## src/rtl/axis_bram_line_packer_pkg.sv

```systemverilog
// Shared definitions for the AXIS-to-BRAM adapter: FSM encoding and default geometry
// common to the write-side packer and the read-side controller.
package axis_bram_line_packer_pkg;

  localparam int DEF_WORD_WIDTH         = 32;
  localparam int DEF_BRAM_WIDTH_IN_WORD = 36;
  localparam int DEF_BRAM_ADDR_LENGTH   = 9;
  localparam int DEF_LINE_WIDTH         = DEF_WORD_WIDTH * DEF_BRAM_WIDTH_IN_WORD;

  typedef enum logic [1:0] {
    S_IDLE  = 2'd0,
    S_FILL  = 2'd1,
    S_WRITE = 2'd2,
    S_DONE  = 2'd3
  } state_t;

endpackage

```

## src/rtl/axis_bram_line_packer_line_buffer_slots.sv

```systemverilog
// Slot-indexed line register: one word written per strobe, synchronous clear.
// The line output already reflects this cycle's write/clear so a completed line can be captured in one edge.
module line_buffer_slots #(
  parameter int WORD_WIDTH = 32,
  parameter int SLOTS      = 36,
  parameter int CNT_BITS   = 6
) (
  input  logic                        clk,
  input  logic                        rst,
  input  logic                        clr,
  input  logic                        wr,
  input  logic [CNT_BITS-1:0]         slot,
  input  logic [WORD_WIDTH-1:0]       word,
  output logic [WORD_WIDTH*SLOTS-1:0] line
);

  logic [WORD_WIDTH*SLOTS-1:0] slots_q;

  always_comb begin
    line = slots_q;
    if (clr) begin
      line = '0;
    end else if (wr) begin
      for (int k = 0; k < SLOTS; k++) begin
        if (int'(slot) == k) line[k*WORD_WIDTH +: WORD_WIDTH] = word;
      end
    end
  end

  always_ff @(posedge clk) begin
    if (rst) slots_q <= '0;
    else     slots_q <= line;
  end

endmodule

```

## src/rtl/axis_bram_line_packer.sv

```systemverilog
// Write-side packer: gathers BRAM_WIDTH_IN_WORD stream words into one wide line and
// writes each line to consecutive BRAM indices, flagging tlast framing errors.
module axis_bram_line_packer
  import axis_bram_line_packer_pkg::*;
#(
  parameter int WORD_WIDTH         = DEF_WORD_WIDTH,
  parameter int BRAM_WIDTH_IN_WORD = DEF_BRAM_WIDTH_IN_WORD,
  parameter int BRAM_ADDR_LENGTH   = DEF_BRAM_ADDR_LENGTH,
  parameter int CNT_BITS           = 6
) (
  input  logic                                     clk,
  input  logic                                     rst,
  input  logic                                     start,
  input  logic [BRAM_ADDR_LENGTH-1:0]              index_cntl,
  input  logic [BRAM_ADDR_LENGTH:0]                line_count,
  input  logic [WORD_WIDTH-1:0]                    s_axis_tdata,
  input  logic                                     s_axis_tvalid,
  output logic                                     s_axis_tready,
  input  logic                                     s_axis_tlast,
  output logic                                     bram_en,
  output logic                                     bram_wen,
  output logic [BRAM_ADDR_LENGTH-1:0]              bram_index,
  output logic [WORD_WIDTH*BRAM_WIDTH_IN_WORD-1:0] bram_din,
  output logic                                     busy,
  output logic                                     done,
  output logic                                     err_early_tlast,
  output logic                                     err_missing_tlast,
  output logic [CNT_BITS-1:0]                      cnt
);

  localparam int LINE_W = WORD_WIDTH * BRAM_WIDTH_IN_WORD;
  localparam logic [BRAM_ADDR_LENGTH:0] ONE_LINE  = 1;
  localparam logic [CNT_BITS-1:0]       LAST_SLOT = CNT_BITS'(BRAM_WIDTH_IN_WORD - 1);

  state_t                  state, state_nxt;
  logic [BRAM_ADDR_LENGTH:0] lines_left;
  logic                    ending;
  logic                    accept, last_slot, final_word, line_closes;
  logic                    buf_clr;
  logic [LINE_W-1:0]       line;

  assign accept      = (state == S_FILL) && s_axis_tvalid;
  assign last_slot   = (cnt == LAST_SLOT);
  assign final_word  = last_slot && (lines_left == ONE_LINE);
  assign line_closes = accept && (last_slot || s_axis_tlast);
  assign buf_clr     = ((state == S_IDLE) && start) || (state == S_WRITE);

  line_buffer_slots #(
    .WORD_WIDTH (WORD_WIDTH),
    .SLOTS      (BRAM_WIDTH_IN_WORD),
    .CNT_BITS   (CNT_BITS)
  ) u_slots (
    .clk  (clk),
    .rst  (rst),
    .clr  (buf_clr),
    .wr   (accept),
    .slot (cnt),
    .word (s_axis_tdata),
    .line (line)
  );

  always_ff @(posedge clk) begin
    if (rst) state <= S_IDLE;
    else     state <= state_nxt;
  end

  always_comb begin
    state_nxt     = state;
    s_axis_tready = 1'b0;
    bram_en       = 1'b0;
    bram_wen      = 1'b0;
    busy          = 1'b0;
    done          = 1'b0;
    case (state)
      S_IDLE: begin
        if (start) state_nxt = (line_count == '0) ? S_DONE : S_FILL;
      end
      S_FILL: begin
        s_axis_tready = 1'b1;
        busy          = 1'b1;
        if (line_closes) state_nxt = S_WRITE;
      end
      S_WRITE: begin
        bram_en   = 1'b1;
        bram_wen  = 1'b1;
        busy      = 1'b1;
        state_nxt = ((lines_left == ONE_LINE) || ending) ? S_DONE : S_FILL;
      end
      S_DONE: begin
        done      = 1'b1;
        state_nxt = S_IDLE;
      end
      default: state_nxt = S_IDLE;
    endcase
  end

  always_ff @(posedge clk) begin
    if (rst) begin
      bram_index        <= '0;
      bram_din          <= '0;
      lines_left        <= '0;
      ending            <= 1'b0;
      err_early_tlast   <= 1'b0;
      err_missing_tlast <= 1'b0;
      cnt               <= '0;
    end else begin
      case (state)
        S_IDLE: begin
          if (start) begin
            bram_index        <= index_cntl;
            lines_left        <= line_count;
            ending            <= 1'b0;
            err_early_tlast   <= 1'b0;
            err_missing_tlast <= 1'b0;
            cnt               <= '0;
          end
        end
        S_FILL: begin
          if (accept) begin
            cnt <= cnt + 1'b1;
            // Any tlast short of the final word closes the line and ends the transfer.
            if (s_axis_tlast && !final_word) begin
              err_early_tlast <= 1'b1;
              ending          <= 1'b1;
            end
            if (final_word && !s_axis_tlast) err_missing_tlast <= 1'b1;
          end
          if (line_closes) bram_din <= line;
        end
        S_WRITE: begin
          bram_index <= bram_index + 1'b1;
          lines_left <= lines_left - 1'b1;
          cnt        <= '0;
        end
        default: ;
      endcase
    end
  end

endmodule

```

## config.mk

```make
export PLATFORM = sky130hd
export DESIGN_NAME = axis_bram_line_packer
export DESIGN_NICKNAME = d
export VERILOG_FILES = /design/src/rtl/axis_bram_line_packer_pkg.sv /design/src/rtl/axis_bram_line_packer_line_buffer_slots.sv /design/src/rtl/axis_bram_line_packer.sv
export SDC_FILE = /design/constraint.sdc
export NUM_CORES = 2
export LEC_CHECK = 0
export BUFFER_PORTS_ARGS = -buffer_cell sky130_fd_sc_hd__buf_2
export CAP_MARGIN = 20
export CORE_AREA = 2 2 484 486
export DETAILED_ROUTE_END_ITERATION = 7
export DIE_AREA = 0 0 486 488
export GPL_TIMING_DRIVEN = 1
export PLACE_DENSITY = 0.55
export SYNTH_ARGS = -nofsm -noshare
export SYNTH_HDL_FRONTEND = slang
export SYNTH_SLANG_ARGS = --single-unit
```

## constraint.sdc

```tcl
create_clock -name clk -period 3.6 [get_ports clk]
set_input_delay 0.36 -clock clk [delete_from_list [all_inputs] [get_ports clk]]
set_output_delay 0.36 -clock clk [all_outputs]
set_load 0.03 [all_outputs]
```

==> metrics.md <==
| Metric | Value |
|---|---|
| Most common cell after layout, fill and taps aside | `dfxtp_1` |
| Nets | `8546` |
| Final WL | `296 mm` |
| Critical path arrival | `3750 ps` |
| Placer's final routability congestion estimate | `0.810` |
| Final HPWL DP | `185 mm` |
| First-iteration detailed-routing DRC count | `5538` |
| Area post-placement | `just under 0.09 sq mm` |
| Min-Delay Startpoint | `rst` |
| Sequential share of power | `0.447` |
| Crit Reg-Reg Startpoint | `state[1]$_SDFFE_PP0P_` |
| Comb pwr share | `0.107` |
| Clock buffer depth | `3` |
| Crit-path slowest cell | `nand3_2` |
| Post-Syn Nets | `7612` |
| Die Wd | `roughly 490 microns` |
| Internal | `roughly 0.043 W` |
| Instance count on the critical path | `6` |
| Post-route DRC violation count | `0` |
| CTS resizes | `0` |
| Full die area | `0.237 sq mm` |
| Crit-path max FO | `32` |
| HP Class | `in2reg` |
| Synth area leaders | `dfxtp_1 (59%), mux2i_1 (9.8%), mux2_2 (5.4%)` |
| CP peak stage delay | `830 ps` |
| Worst flop-to-flop path endpoint | `bram_din[1111]$_SDFFE_PP0P_` |
| Main synth FF type | `dfxtp_1` |
| Die height | `approximately 490 microns` |
| Grt met3 use | `0.0573` |
| Initial antenna violation count | `31` |
| P_leak | `41.0 nW` |
| Type of destination of the critical path | `register` |
| Setup TNS | `0 ps` |
| Period utilization | `0.832` |
| Critical path class | `reg2reg` |
| Crit path max-delay family | `simple AND/OR/NAND/NOR gates` |
| Vias in the first global route | `57414` |
| Net load switching power | `0.0159 W` |
| Fin crit period | `2990 ps` |
| CTS tree | `built` |
| Power Total | `between 0.05 and 0.06 W` |
| Total CTS buffers | `234` |
| FMAX | `334 MHz` |
| Status | `completed` |
| RSZ-0062 raised after global routing | `false` |
| Sequential share of the synthesized area | `0.589` |
| PortBufs | `roughly 1200` |
| Worst slew margin | `0.205` |
| Total gr overflow | `0` |
| Worst IR Drop VDD | `0.460 mV` |
| Layout cells sized above 1 | `0.257` |
| All-layer global routing usage | `0.238` |
| Most frequent cells in the layout | `dfxtp_1 (2333), buf_2 (1197), nor2_1 (788), nand2_1 (784), mux2i_1 (772)` |
| Post-Syn Area | `~0.079 sq mm` |
| Post-synth EDFFs | `0` |
| Root Driver | `clkbuf_16` |
| Startpoint types | `register` |
| Required @ worst endpoint | `4360 ps` |
| I/O Pins | `1230` |
| Pwr dens | `~600 mW/mm^2` |
| YS warnings | `0` |
| Yosys top cell area share | `0.589` |
| Sw Share | `0.272` |
| Post-route ant nets | `0` |
| Synth-to-Final Area Change | `22.4%` |
| R2R depth | `6` |
| Max cap viols | `0` |
| Worst Max-Slew Pin Slew | `1190 ps` |
| Placed Cells | `11259` |
| DR WL/cell | `25.3 microns` |
| Met1 usage | `0.309` |
| Post-Syn Area per Cell | `10.5 sq um` |
| Met2 Track Usage GR | `0.381` |
| Num rows | `177` |
| Clk_lat worst skew | `900 ps` |
| Final Max Tran Viols | `0` |
| Core area | `0.232 sq mm` |
| Hold Fails Final Rpt | `0` |
| Drt via density | `5.22` |
| Post-Syn Instances | `~7500` |
| Most Crowded Layer GR | `met2` |
| WP buf/inv | `1` |
| Final Instance Count excl. Fillers | `11737` |
| H-tree levels | `4` |
| Hold endpoint | `bram_index[6]$_SDFFE_PP0P_` |
| CTS sink count | `around 2300` |
| Reg2reg setup slack | `610 ps` |
| Final Cell Area | `0.0970 sq mm` |
| Synthesis-stage register bit count | `about 2300` |
| Clock network fraction of total power | `0.446` |
| First-pass iteration count of the detailed router | `5` |
| Largest net degree at the start of global routing | `between 200 and 250` |
| Skew final | `55.6 ps` |
| Largest area contributor in the netlist | `dfxtp_1` |
| First-pass GRT wire length | `415 mm` |
| Vias | `61224` |
| Starting Density | `0.342` |
| Ys async rst share | `0` |
| Crit-path cells | `inv_1, ha_1, and4b_1, nand3_2, mux2_2, a32o_1` |
| WHS Path Cells | `3` |
| Final setup viols | `0` |
| Distinct cell type count after synthesis | `54` |
| Clk slew on worst S/H paths | `60 ps` |
## power by group through the flow
stage / logic [W] / clock network, W / registers, W
after CTS: 0.00624 / 0.0264 / 0.0261
after detailed placement: 0.00620 / 0 / 0.0266
after global placement: 0.00614 / 0 / 0.0266
final: 0.00627 / 0.0260 / 0.0261
after global routing: 0.00665 / 0.0275 / 0.0261
after floorplan: 0.00380 / 0 / 0.0267
## registers in the layout, summed over array words and instances, names as in the netlist
signal,count
bram_din,1152
u_slots.slots_q,1152
lines_left,10
bram_index,9
cnt,6
state,2
ending,1
err_missing_tlast,1
## stage by stage
stage | hold WS, ps | utilization | setup WS, ps
2_1_floorplan | 450 | - | 1220
3_3_place_gp | 430 | 0.381 | 644
3_5_place_dp | 436 | 0.381 | 583
4_1_cts | 0.0619 | 0.418 | 559
5_1_grt | 43.4 | 0.418 | 395
6_report | 90.2 | 0.418 | 606
## routing by layer
metal	share of wire	wire, microns
met1	0.42	125000
met2	0.46	137000
met3	0.082	24400
met4	0.037	10800
met5	0	0
## cell type report
| type | count | area [sq um] |
|---|---|---|
| flip-flops and latches | 2333 | 46700 |
| repair buffers | 1439 | 8520 |
| clock inverters | 109 | 1580 |
| diodes | 13 | 32.5 |
| fillers | 22458 | 135000 |
| inverters | 15 | 63.8 |
| clock buffers | 330 | 6780 |
| well taps | 3043 | 3810 |
| multi-input cells | 4455 | 29500 |
## tightest hold or removal path: cells and delay by family
family	cells	cell delay (ps)
AO/OA/AOI/OAI	1	150
buffers and inverters	2	380
## kinds of logic after synthesis
group	Yosys count	synth area share
buffers and inverters	756	0.0405
flip-flops	2333	0.589
AND/OR/NAND/NOR	2056	0.113
AO/OA/AOI/OAI	1228	0.103
XOR/XNOR	3	0.000332
multiplexers	1156	0.152
adder cells (fa/ha/maj)	12	0.00189
## timing repair
item	CTS	global route
endpoints found under the hold margin	24	0
hold buffers	26	0
setup buffers	0	0
## how the worst max path moves through the flow
stage / startpoint / endpoint / slack, ps
floorplan: cnt[0]$_SDFFE_PP0P_ / bram_din[226]$_SDFFE_PP0P_ / 1220
finish: state[1]$_SDFFE_PP0P_ / bram_din[1111]$_SDFFE_PP0P_ / 610
global placement: state[1]$_SDFFE_PP0P_ / bram_din[1100]$_SDFFE_PP0P_ / 640
CTS: state[1]$_SDFFE_PP0P_ / bram_din[1099]$_SDFFE_PP0P_ / 560
detailed placement: state[1]$_SDFFE_PP0P_ / bram_din[1099]$_SDFFE_PP0P_ / 580
global route: state[1]$_SDFFE_PP0P_ / bram_din[1107]$_SDFFE_PP0P_ / 400
## Yosys cell counts, types with 39 or more instances
master       n
nand2_1    786
a32o_1     385
mux2i_1    772
buf_2      261
dfxtp_1   2333
o21ai_1     39
o21ai_0    743
nor2_1     796
mux2_2     380
buf_1       39
and3_1     401
clkbuf_1   429
No activity file was read; power rests on OpenSTA's default activity.
